File: src/rtl/dual_port_fifo_pkg.sv
// Shared definitions for dual_port_fifo: default parameters, depth helper and
// the packed stereo sample word carried between the audio producer and consumer.
package dual_port_fifo_pkg;

  localparam int DEFAULT_DATESIZE      = 32;
  localparam int DEFAULT_ADDRSIZE      = 4;
  localparam int DEFAULT_ALMOST_MARGIN = 2;

  typedef struct packed {
    logic [15:0] left;
    logic [15:0] right;
  } audio_word_t;

  function automatic int fifo_depth(input int addrsize);
    return 32'sd1 <<< addrsize;
  endfunction

endpackage

File: src/rtl/dual_port_fifo_mem.sv
// FIFO storage: synchronous write, asynchronous read, no reset so it maps
// onto distributed RAM.
module dual_port_fifo_mem
  import dual_port_fifo_pkg::*;
#(
  parameter int DATESIZE = DEFAULT_DATESIZE,
  parameter int ADDRSIZE = DEFAULT_ADDRSIZE
) (
  input  logic                clk,
  input  logic                we,
  input  logic [ADDRSIZE-1:0] waddr,
  input  logic [DATESIZE-1:0] wdata,
  input  logic [ADDRSIZE-1:0] raddr,
  output logic [DATESIZE-1:0] rdata
);

  localparam int DEPTH = fifo_depth(ADDRSIZE);

  logic [DATESIZE-1:0] mem_r [0:DEPTH-1];

  // Write port
  always_ff @(posedge clk) begin
    if (we) begin
      mem_r[waddr] <= wdata;
    end
  end

  assign rdata = mem_r[raddr];

endmodule

File: src/rtl/dual_port_fifo.sv
// Single-clock first-word-fall-through FIFO with registered full/empty/almost flags.
// Define DUAL_PORT_FIFO_ERR_EN to add sticky overflow/underflow outputs.
module dual_port_fifo
  import dual_port_fifo_pkg::*;
#(
  parameter int DATESIZE      = DEFAULT_DATESIZE,
  parameter int ADDRSIZE      = DEFAULT_ADDRSIZE,
  parameter int ALMOST_MARGIN = DEFAULT_ALMOST_MARGIN
) (
  input  logic                clk,
  input  logic                resetn,
  input  logic                winc,
  input  logic [DATESIZE-1:0] wdata,
  output logic                wfull,
  input  logic                rinc,
  output logic [DATESIZE-1:0] rdata,
  output logic                rempty,
  output logic                almost_full,
`ifdef DUAL_PORT_FIFO_ERR_EN
  output logic                overflow,
  output logic                underflow,
`endif
  output logic                almost_empty
);

  localparam int PW = ADDRSIZE + 1;
  localparam logic [ADDRSIZE:0] DEPTH_C     = PW'(fifo_depth(ADDRSIZE));
  localparam logic [ADDRSIZE:0] AF_THRESH_C = PW'(fifo_depth(ADDRSIZE) - ALMOST_MARGIN);
  localparam logic [ADDRSIZE:0] AE_THRESH_C = PW'(ALMOST_MARGIN);
  localparam logic [ADDRSIZE:0] PTR_ONE_C   = {{ADDRSIZE{1'b0}}, 1'b1};

  logic              we_s;
  logic              re_s;
  logic [ADDRSIZE:0] wptr_r;
  logic [ADDRSIZE:0] rptr_r;
  logic [ADDRSIZE:0] wptr_nxt_s;
  logic [ADDRSIZE:0] rptr_nxt_s;
  logic [ADDRSIZE:0] count_nxt_s;

  // Request gating and next-state pointers; flags are derived from the post-edge count
  always_comb begin
    we_s = winc & ~wfull;
    re_s = rinc & ~rempty;
    if (we_s) begin
      wptr_nxt_s = wptr_r + PTR_ONE_C;
    end else begin
      wptr_nxt_s = wptr_r;
    end
    if (re_s) begin
      rptr_nxt_s = rptr_r + PTR_ONE_C;
    end else begin
      rptr_nxt_s = rptr_r;
    end
    count_nxt_s = wptr_nxt_s - rptr_nxt_s;
  end

  // Pointer registers
  always_ff @(posedge clk or negedge resetn) begin
    if (!resetn) begin
      wptr_r <= {PW{1'b0}};
      rptr_r <= {PW{1'b0}};
    end else begin
      wptr_r <= wptr_nxt_s;
      rptr_r <= rptr_nxt_s;
    end
  end

  // Registered status flags
  always_ff @(posedge clk or negedge resetn) begin
    if (!resetn) begin
      rempty       <= 1'b1;
      wfull        <= 1'b0;
      almost_empty <= 1'b1;
      almost_full  <= 1'b0;
    end else begin
      rempty       <= (count_nxt_s == {PW{1'b0}});
      wfull        <= (count_nxt_s == DEPTH_C);
      almost_empty <= (count_nxt_s <= AE_THRESH_C);
      almost_full  <= (count_nxt_s >= AF_THRESH_C);
    end
  end

`ifdef DUAL_PORT_FIFO_ERR_EN
  // Sticky error flags: a dropped request is recorded even if the other port proceeds
  always_ff @(posedge clk or negedge resetn) begin
    if (!resetn) begin
      overflow  <= 1'b0;
      underflow <= 1'b0;
    end else begin
      overflow  <= overflow  | (winc & wfull);
      underflow <= underflow | (rinc & rempty);
    end
  end
`endif

  dual_port_fifo_mem #(
    .DATESIZE (DATESIZE),
    .ADDRSIZE (ADDRSIZE)
  ) u_mem (
    .clk   (clk),
    .we    (we_s),
    .waddr (wptr_r[ADDRSIZE-1:0]),
    .wdata (wdata),
    .raddr (rptr_r[ADDRSIZE-1:0]),
    .rdata (rdata)
  );

endmodule

File: config.mk
export PLATFORM = sky130hd
export DESIGN_NAME = dual_port_fifo
export DESIGN_NICKNAME = d
export VERILOG_FILES = /design/src/rtl/dual_port_fifo_pkg.sv /design/src/rtl/dual_port_fifo_mem.sv /design/src/rtl/dual_port_fifo.sv
export SDC_FILE = /design/constraint.sdc
export NUM_CORES = 1
export LEC_CHECK = 0
export CAP_MARGIN = 20
export CORE_AREA = 2 2 147 292
export DETAILED_ROUTE_END_ITERATION = 8
export DIE_AREA = 0 0 149 294
export GPL_TIMING_DRIVEN = 0
export PLACE_DENSITY = 0.68
export SKIP_CTS_REPAIR_TIMING = 1
export SYNTH_ARGS = -nofsm -noshare
export SYNTH_HDL_FRONTEND = slang
export SYNTH_SLANG_ARGS = --single-unit
export TNS_END_PERCENT = 50
File: constraint.sdc
create_clock -name clk -period 3.5 [get_ports clk]
set_input_delay 0.7 -clock clk [delete_from_list [all_inputs] [get_ports clk]]
set_output_delay 0.7 -clock clk [all_outputs]
set_load 0.05 [all_outputs]
==> out/results.ini, run 1 <==
[status]
outcome = finished, final reports clean

[cells_and_area]
syn_to_final_growth_pct = 16.8
nets = 999
drive_above_1_share_pct = 30.9
diodes = 0
fillerInstances = 3009

[sta]
fmax_mhz = 287
fin_tns_setup_ns = 0
rsz0062_at_grt = yes
period_minus_slack_ns = 3.48
finalSetupViolCount = 0
min_period_over_period_pct = 99.5
slew-limit-headroom_pct = 25.1
fin_ws_ns = 0.0188
maxSlewViolCount = 0
skew_ns = 0.0193
worst_slew_pin_slew_ns = 1.12
hold_viol = 0

[floorplanning]
die-area_sq_um = 43800
core-area_sq_um = 41600
die_h_um = 294
start_util_pct = 49.3
ios = 72
rows = 106
die_w_um = 149

[grt]
grt_pass1_vias = 9659
antenna_found_initial = 1
grt_pass1_wl_mm = 63.8
gr-total-overflow = 0
globalRouteTotalUtil_pct = 20.6
grt_max_degree = 22

[routing]
top_layer = met5
ant_nets = 0
routedWlPerCell_um = 28.7
via_count = 9116
post-route-drc-count = 0
wl_met1_mm = 16.5
first_pass_iters = 5
via_per_inst = 5.96
wl_met3_mm = 1.89
drt_iter0_drc = 828
routed_wirelength_mm = 43.9
wl_met2_mm = 24.2

[pwr]
leakage_nw = 7.79
ir_worst_vdd_mv = 0.668
p_per_area_nw_per_um2 = 868
p_clk_share_pct = 24.4
power_frac_comb_pct = 38.5
net-switching-power_mw = 7.08
p_sw_share_pct = 34.0
p_int_mw = 13.8
seqPwrFrac_pct = 37.1

[critical_path]
cp_data_required_time_ns = 2.80
cp_data_arrival_time_ns = 2.78
cp-end-kind = primary output
worstSetupPathType = flop to primary output
cp_max_fo = 10
rrSetupSlack_ns = 0.42
start_kind = flop

[yosys]
syn_nets = 858
synth.largest_area_cell = edfxtp_1
synthFlopType = edfxtp_1
ys_types = 41
syn_inst = 814
syn_area_per_cell_sq_um = 25.2
syn_area_sq_um = 20500
synth_seq_area_share_pct = 76.6
synth_area_leaders = edfxtp_1, mux4_2, mux4_1, dfrtp_1, buf_12
synth_common_cells = edfxtp_1, mux4_2, mux4_1
ys_async_sr_fraction_pct = 2.66
synth_top_cell_area_share_pct = 74.8
synthMostInstantiatedCell = edfxtp_1
synth_edf_count = 512
yosysWarnings = 0
ys_ff_latch = 526

[min_path]
hp-class = flop to flop

[place]
place_congestion = 0.727
pre_cts_ws_ns = -0.489
io_buffers = 71
dp_hpwl_mm = 27.2

[clock_network]
cts-buffers-inserted = 43
cts_tree = built
clock_sinks = 526
root_buffer = clkbuf_16
clock_latency_ns = 0.57
clk_pin_slew_worst_paths_ns = 0.06
htreeDepth = 2
clockBufferDepth = 3

[flow_run]
cap_viol_max_count = 0

==> cell families (layout without fill, tap and decap cells) <==
| group | Yosys count | after routing | share of synthesized area [%] |
|---|---|---|---|
| buffers and inverters | 48 | 224 | 1.77 |
| flip-flops | 526 | 526 | 76.6 |
| multiplexers | 162 | 162 | 18.6 |
| adder cells (fa/ha/maj) | 10 | 10 | 0.633 |
| AO/OA/AOI/OAI | 7 | 7 | 0.213 |
| AND/OR/NAND/NOR | 45 | 45 | 1.23 |
| XOR/XNOR | 16 | 16 | 1.05 |
==> registers in the layout (all words and copies together), names as in the netlist, named ones only <==
name / count
u_mem.mem_r: 512
almost_empty: 1
rempty: 1
wfull: 1
almost_full: 1
rptr_r: 5
wptr_r: 4
==> critical path: stages (launching register included) <==
cell     delay (ns)
dfrtp_1        0.37
buf_6          0.15
buf_12         0.18
buf_12         0.18
mux4_1         0.59
mux4_2         0.52
buf_2          0.24
==> per-stage QoR <==
| stage | instances | hold slack, ns | instance area (sq um) | power, mW | util, % |
|---|---|---|---|---|---|
| finish | 1530 | 0.496 | 24000 | 20.8 | 57.6 |
| global route | 1530 | 0.505 | 24000 | 21.6 | 57.6 |
| CTS | 1531 | 0.490 | 24100 | 21.3 | 57.8 |
| detailed placement | 1451 | 0.480 | 22600 | 16.3 | 54.2 |
| global placement | 1425 | 0.463 | 21900 | 15.9 | 52.7 |
| floorplan | 814 | 0.404 | 20600 | 13.5 | - |
==> power by group through the flow <==
stage	clock (mW)	sequential (mW)	combinational, mW
floorplan	0	7.87	5.65
global placement	0	7.90	8.05
detailed placement	0	7.87	8.39
CTS	5.16	7.73	8.44
global route	5.39	7.77	8.46
finish	5.08	7.73	8.03
==> cell type report <==
| type | count | area [sq um] | area share (%) |
|---|---|---|---|
| timing repair buffer | 97 | 1100 | 4.57 |
| clock inverter | 29 | 342 | 1.42 |
| tap | 540 | 676 | 2.82 |
| sequential | 526 | 15700 | 65.5 |
| multi-input combinational | 240 | 4570 | 19.0 |
| clock buffer | 51 | 1160 | 4.82 |
| buffer | 39 | 404 | 1.68 |
| inverter | 8 | 30.0 | 0.125 |
==> cell usage in the layout, fill, tap and decap left out, drive strengths merged <==
cell type and count:
a21o 1, a21oi 4, a311oi 1, and3 1, buf 70, bufinv 7, clkbuf 78, clkdlybuf4s50 39
clkinv 18, clkinvlp 3, dfrtp 12, dfstp 2, edfxtp 512, fa 1, ha 7, inv 9
maj3 2, mux2 1, mux2i 1, mux4 160, nand2 7, nand2b 3, nand3 4, nand3b 3
nand4 2, nor2 19, nor2b 1, nor3 4, o31ai 1, or2 1, xnor2 8, xor2 7
xor3 1
==> per-layer routing <==
layer  track usage (%)  vias to the layer above
met1              26.1                     4948
met2              37.1                      274
met3              2.39                       77
met4              6.60                        2
li1                  -                     3815
met5                 0                        -
==> path summary, 6_finish.rpt <==
kind | startpoint | to | depth (start not counted)
min in group asynchronous | resetn | rptr_r[1]$_DFF_PN0_ | 1
hold / removal | rptr_r[4]$_DFF_PN0_ | rptr_r[4]$_DFF_PN0_ | 1
setup reg to reg | rptr_r[1]$_DFF_PN0_ | almost_empty$_DFF_PN1_ | 9
max in group asynchronous | resetn | rptr_r[4]$_DFF_PN0_ | 1
hold reg to reg | rptr_r[4]$_DFF_PN0_ | rptr_r[4]$_DFF_PN0_ | 1
setup / recovery | rptr_r[0]$_DFF_PN0_ | rdata[1] | 6
(Power assumes the default switching activity.)
==> run 2: changes to the inputs <==
- ABC_CLOCK_PERIOD_IN_PS: unset -> 3500
- CORE_AREA: 2 2 147 292 -> 2 2 140 279
- DIE_AREA: 0 0 149 294 -> 0 0 142 281
- PLACE_DENSITY: 0.68 -> 0.74
- REMOVE_ABC_BUFFERS: unset -> 1
==> run 2 against run 1 <==
The run now ends with setup timing left. Sequential power rose by 3%. Sequential share of layout area fell by 0.79 points. Worst hold slack got worse by 0.017 ns. Die area fell by 8.9%. Count of clock-buffer cells in the layout rose by 6. Non-clock buffer count rose by 18. First-iteration DRC count rose by 15%. Wire length rose by 2.3%. Combinational power rose by 6.7%. Clock skew rose by 0.0066 ns. Setup slack got worse by 0.19 ns. Design area rose by 1.3%. Largest cell class unchanged. Largest power group unchanged. Highest routed layer is now met4.
==> out/results.ini, run 2 (same netlist as run 1, synthesis figures left out) <==
[routing]
routed_wirelength_mm = 44.9  ; +2.3%
via_per_inst = 6.36  ; +6.8%
ant_nets = 0  ; unchanged
routedWlPerCell_um = 30.6  ; +6.6%
first_pass_iters = 8  ; +3
post-route-drc-count = 0  ; unchanged
drt_iter0_drc = 950  ; +15%
via_count = 9340  ; +2.5%

[pwr]
power_frac_comb_pct = 39.8  ; +1.3 points
p_sw_share_pct = 32.9  ; -1.0 points
leakage_nw = 7.99  ; +2.6%
p_clk_share_pct = 23.5  ; -0.9 points
ir_worst_vdd_mv = 0.877  ; +31%
p_per_area_nw_per_um2 = 887  ; +2.1%
net-switching-power_mw = 7.10  ; +0.30%
seqPwrFrac_pct = 36.8  ; -0.3 points
p_int_mw = 14.5  ; +5.1%

[grt]
gr-total-overflow = 0  ; unchanged
globalRouteTotalUtil_pct = 21.4  ; +0.80 points
grt_pass1_wl_mm = 60.7  ; -4.9%
antenna_found_initial = 3  ; +2
grt_pass1_vias = 9616  ; -0.45%
grt_max_degree = 60  ; +170%

[cells_and_area]
fin_util_pct = 64.3  ; +6.7 points
final_cell_mix = edfxtp_1, mux4_2, clkbuf_16, clkdlybuf4s50_1, mux4_1
top_regs = u_mem.mem_r (512), rptr_r (5), wptr_r (4)
nets = 1016  ; +1.7%
syn_to_final_growth_pct = 18.3
fillerInstances = 2315  ; -23%
final_common_cell = edfxtp_1
drive_above_1_share_pct = 33.1  ; +2.2 points
largest_register = u_mem.mem_r
largest_register_ffs = 512  ; unchanged
stdcell_count = 1468  ; -4.1%

[floorplanning]
core-area_sq_um = 37800  ; -9.3%
ios = 72  ; unchanged
die_h_um = 281  ; -4.4%
die-area_sq_um = 39900  ; -8.9%
rows = 101  ; -4.7%
start_util_pct = 54.4  ; +5.0 points
die_w_um = 142  ; -4.7%

[critical_path]
cp_max_fo = 10  ; unchanged
start_kind = flop
rr_startpoint = rptr_r[1]$_DFF_PN0_
worstSetupPathType = flop to primary output
crit_path_top_delay_cell = mux4_1
cp-end-kind = primary output
crit_end = rdata[15]
crit_path_start = rptr_r[0]$_DFF_PN0_
crit_chain = buf_8, clkbuf_16, buf_12, buf_16, mux4_1, mux4_2, buf_2
reg2reg_to = almost_empty$_DFF_PN1_
cp_data_required_time_ns = 2.80  ; about the same
max_stage_delay_ns = 0.57  ; -0.02 ns
critPathBufInv = 5  ; +1
path_depth = 7  ; +1
rrSetupSlack_ns = 0.25  ; -0.17 ns
crit_family = multiplexers
reg2reg_depth = 9  ; unchanged
cp_data_arrival_time_ns = 2.97  ; +0.19 ns

[clock_network]
clock_sinks = 526  ; unchanged
htreeDepth = 2  ; unchanged
cts-buffers-inserted = 42  ; -2.3%
clk_pin_slew_worst_paths_ns = 0.07  ; about the same
clock_latency_ns = 0.57  ; about the same
cts_tree = built
root_buffer = clkbuf_16
clockBufferDepth = 3  ; unchanged

[sta]
finalSetupViolCount = 13  ; +13
hold_viol = 0  ; unchanged
fin_ws_ns = -0.172  ; -0.191 ns
worst_slew_pin_slew_ns = 0.930  ; -0.189 ns
slew-limit-headroom_pct = 37.9  ; +13 points
skew_ns = 0.0260  ; +0.00662 ns
fmax_mhz = 272  ; -5.2%
rsz0062_at_grt = yes
maxSlewViolCount = 0  ; unchanged
period_minus_slack_ns = 3.67  ; +0.191 ns
min_period_over_period_pct = 105  ; +5.5 points

[min_path]
hp-class = flop to flop

[place]
placed_cells = 1343  ; -7.4%
io_buffers = 71  ; unchanged
place_congestion = 0.725  ; -0.18%
dp_hpwl_mm = 23.1  ; -15%

[status]
violations = setup timing
outcome = complete, but fails checks

[flow_run]
cap_viol_max_count = 0  ; unchanged

run 2: cell count changes in the layout (fill, tap and decap cells not counted), sizes merged:
cell / before / now
dlymetal6s2s: 0 / 6
diode: 0 / 3
clkinv: 18 / 9
clkbuf: 78 / 66
clkinvlp: 3 / 1
bufinv: 7 / 6
buf: 70 / 100
run 2: metrics by stage:
step	worst slack, ns	hold WS (ns)	TNS, ns	power, mW	area, sq um
6_report	-0.172	0.479	-1.16	21.6	24300
4_1_cts	-1.26	0.477	-29.87	20.8	23700
3_5_place_dp	-0.659	0.467	-11.24	15.8	22300
3_3_place_gp	-5.94	0.463	-1345.95	14.4	21500
5_1_grt	-0.211	0.506	-1.72	22.3	24300
2_1_floorplan	-3.40	0.404	-139.32	13.2	20200
run 2: how the worst min path moves through the flow:
stage | startpoint | end | slack, ns | depth (start not counted)
final | wptr_r[4]$_DFF_PN0_ | wptr_r[4]$_DFF_PN0_ | 0.48 | 1
after global placement | wptr_r[4]$_DFF_PN0_ | wptr_r[4]$_DFF_PN0_ | 0.46 | 1
after CTS | wptr_r[4]$_DFF_PN0_ | wptr_r[4]$_DFF_PN0_ | 0.48 | 1
after global routing | rptr_r[4]$_DFF_PN0_ | rptr_r[4]$_DFF_PN0_ | 0.51 | 1
after floorplan | resetn | async pin | 0.40 | 0
after detailed placement | wptr_r[4]$_DFF_PN0_ | wptr_r[4]$_DFF_PN0_ | 0.47 | 1
run 2: final cells by class:
type	instances	area (sq um)	area share, %
diodes	3	7.51	0.0309
clock inverters	17	259	1.07
well taps	463	579	2.38
clock buffers	57	1220	5.02
inverters	8	30.0	0.124
repair buffers	154	1950	8.03
flip-flops and latches	526	15700	64.7
multi-input cells	240	4520	18.6
run 2: power groups by stage:
stage | combinational, mW | sequential [mW] | clock [mW]
global route | 9.00 | 7.97 | 5.32
floorplan | 4.77 | 8.47 | 0
detailed placement | 7.59 | 8.17 | 0
global placement | 5.67 | 8.69 | 0
finish | 8.57 | 7.93 | 5.07
CTS | 7.62 | 8.05 | 5.11
run 2: metal layers:
metal	vias to the layer above	share of wire, %	GRT usage, %
met4	0	3.7	10.1
met5	-	0	0
met3	94	6.1	3.02
met2	434	53	36.8
li1	3841	-	-
met1	4971	37	27.0
run 2: worst register-to-register path, stage by stage (launching register included):
cell and delay [ns]:
dfrtp_4 0.60, buf_16 0.32, ha_1 0.32, mux2i_1 0.21, inv_1 0.13, fa_2 0.47
maj3_2 0.33, maj3_2 0.34, xnor2_1 0.15, a311oi_1 0.27
==> run 3: changes to the inputs <==
- CTS_CLUSTER_SIZE: unset -> 20
==> run 3 against run 2 <==
Design area down 1.3%. Largest power group unchanged. Maximum frequency rose by 2.0%. Core utilization is 0.82 points lower. Sequential share of layout area rose by 0.83 points. Clock skew decreased by 0.0095 ns. Count of clock-buffer cells in the layout up 5. Largest cell class unchanged. Critical path depth increased by 1. Wire length down 2.7%. The run still ends with setup timing left. Worst hold slack gained 0.0013 ns.
==> out/results.ini, run 3 (same netlist as run 1, synthesis figures left out) <==
[sta]
min_period_over_period_pct = 103  ; -2.1 points
finalSetupViolCount = 5  ; -8
slew-limit-headroom_pct = 39.0  ; +1.1 points
whs_ns = 0.480  ; +0.00126 ns
hold_viol = 0  ; unchanged
period_minus_slack_ns = 3.60  ; -0.0730 ns
skew_ns = 0.0164  ; -0.00955 ns
fin_ws_ns = -0.0993  ; +0.0730 ns
maxSlewViolCount = 0  ; unchanged
rsz0062_at_grt = yes
worst_slew_pin_slew_ns = 0.913  ; -0.0166 ns
fmax_mhz = 278  ; +2.0%

[flow_run]
cap_viol_max_count = 0  ; unchanged

[routing]
first_pass_iters = 5  ; -3
via_per_inst = 6.35  ; -0.13%
routed_wirelength_mm = 43.6  ; -2.7%
drt_iter0_drc = 963  ; +1.4%
via_count = 9252  ; -0.94%
top_layer = met4
wl_met3_mm = 2.60  ; -5.6%
wl_met1_mm = 16.3  ; -1.7%
ant_nets = 0  ; unchanged
routedWlPerCell_um = 30.0  ; -1.9%
post-route-drc-count = 0  ; unchanged
wl_met2_mm = 23.4  ; -2.1%

[cells_and_area]
fillerInstances = 2345  ; +1.3%
largest_register = u_mem.mem_r
top_regs = u_mem.mem_r (512), rptr_r (5), wptr_r (4)
largest_register_ffs = 512  ; unchanged
final_cell_mix = edfxtp_1, mux4_2, clkbuf_16, mux4_1, clkdlybuf4s50_1
stdcell_area_sq_um = 24000  ; -1.3%
stdcell_count = 1456  ; -0.82%
nets = 1002  ; -1.4%
drive_above_1_share_pct = 30.8  ; -2.4 points
fin_util_pct = 63.5  ; -0.82 points
syn_to_final_growth_pct = 16.8
final_common_cell = edfxtp_1

[place]
dp_hpwl_mm = 23.1  ; unchanged
io_buffers = 71  ; unchanged
dpl_cell_area_sq_um = 22300  ; unchanged
placed_cells = 1343  ; unchanged
place_congestion = 0.725  ; unchanged

[grt]
grt_pass1_wl_mm = 60.3  ; -0.69%
gr-total-overflow = 0  ; unchanged
grt_max_degree = 60  ; unchanged
antenna_found_initial = 2  ; -1
grt_pass1_vias = 9528  ; -0.92%
globalRouteTotalUtil_pct = 21.2  ; -0.18 points

[floorplanning]
rows = 101  ; unchanged
core-area_sq_um = 37800  ; unchanged
die-area_sq_um = 39900  ; unchanged
die_w_um = 142  ; unchanged
start_util_pct = 54.4  ; unchanged
die_h_um = 281  ; unchanged
ios = 72  ; unchanged

[critical_path]
reg2reg_depth = 9  ; unchanged
start_kind = flop
cp_max_fo = 10  ; unchanged
cp-end-kind = primary output
cp_data_required_time_ns = 2.80  ; about the same
cp_data_arrival_time_ns = 2.90  ; -0.07 ns
worstSetupPathType = flop to primary output

[min_path]
min_delay_path_depth = 1  ; unchanged
hp-class = flop to flop

[clock_network]
root_buffer = clkbuf_16
htreeDepth = 2  ; unchanged
clock_latency_ns = 0.55  ; -0.02 ns
clockBufferDepth = 3  ; unchanged
clk_pin_slew_worst_paths_ns = 0.07  ; about the same
clock_sinks = 526  ; unchanged
cts_tree = built
cts-buffers-inserted = 42  ; unchanged

[status]
violations = setup timing
outcome = complete, but fails checks

[pwr]
total_power_mw = 20.8  ; -3.3%
leakage_nw = 7.85  ; -1.8%
p_per_area_nw_per_um2 = 868  ; -2.1%
ir_worst_vdd_mv = 0.825  ; -5.9%

[run 3: path summary, 6_finish.rpt]
kind	slack [ns]	from	endpoint
max	-0.1	rptr_r[0]$_DFF_PN0_	rdata[27]
min	0.48	wptr_r[4]$_DFF_PN0_	wptr_r[4]$_DFF_PN0_
max reg2reg	0.28	rptr_r[1]$_DFF_PN0_	almost_empty$_DFF_PN1_
min reg2reg	0.48	wptr_r[4]$_DFF_PN0_	wptr_r[4]$_DFF_PN0_
max in group asynchronous	2.47	resetn	rptr_r[0]$_DFF_PN0_
min in group asynchronous	0.55	resetn	wptr_r[4]$_DFF_PN0_
[run 3: routing by layer]
layer | track usage, % | vias to the layer above
li1 | - | 3824
met1 | 27.1 | 4951
met2 | 36.6 | 390
met3 | 3.02 | 87
met4 | 8.82 | 0
met5 | 0 | -
[run 3: power by group]
| group | switching [mW] | total (mW) | leakage (nW) | internal [mW] |
|---|---|---|---|---|
| clock | 2.06 | 4.66 | 0.660 | 2.60 |
| sequential | 0.328 | 7.92 | 4.79 | 7.60 |
| combinational | 4.53 | 8.26 | 2.40 | 3.73 |
| total | 6.92 | 20.8 | 7.85 | 13.9 |
[run 3: through the flow]
stage	setup WS (ns)	TNS [ns]
2_1_floorplan	-3.40	-139.32
3_3_place_gp	-5.94	-1345.95
3_5_place_dp	-0.659	-11.24
4_1_cts	-1.27	-29.69
5_1_grt	-0.136	-0.913
6_report	-0.0993	-0.302
[run 3: final cells by class]
class | instances | area [sq um] | share of cell area, %
inverter | 8 | 30.0 | 0.125
sequential | 526 | 15700 | 65.6
clock buffer | 62 | 1230 | 5.13
clock inverter | 15 | 121 | 0.506
tap | 463 | 579 | 2.41
multi-input combinational | 240 | 4530 | 18.9
antenna | 2 | 5.00 | 0.0209
timing repair buffer | 140 | 1760 | 7.34
[run 3: critical path, stage by stage, from the launching register on]
cell	delay, ns
dfrtp_4	0.53
buf_6	0.14
buf_16	0.15
clkbuf_16	0.17
buf_12	0.15
buf_6	0.12
mux4_2	0.42
mux4_2	0.48
buf_8	0.17
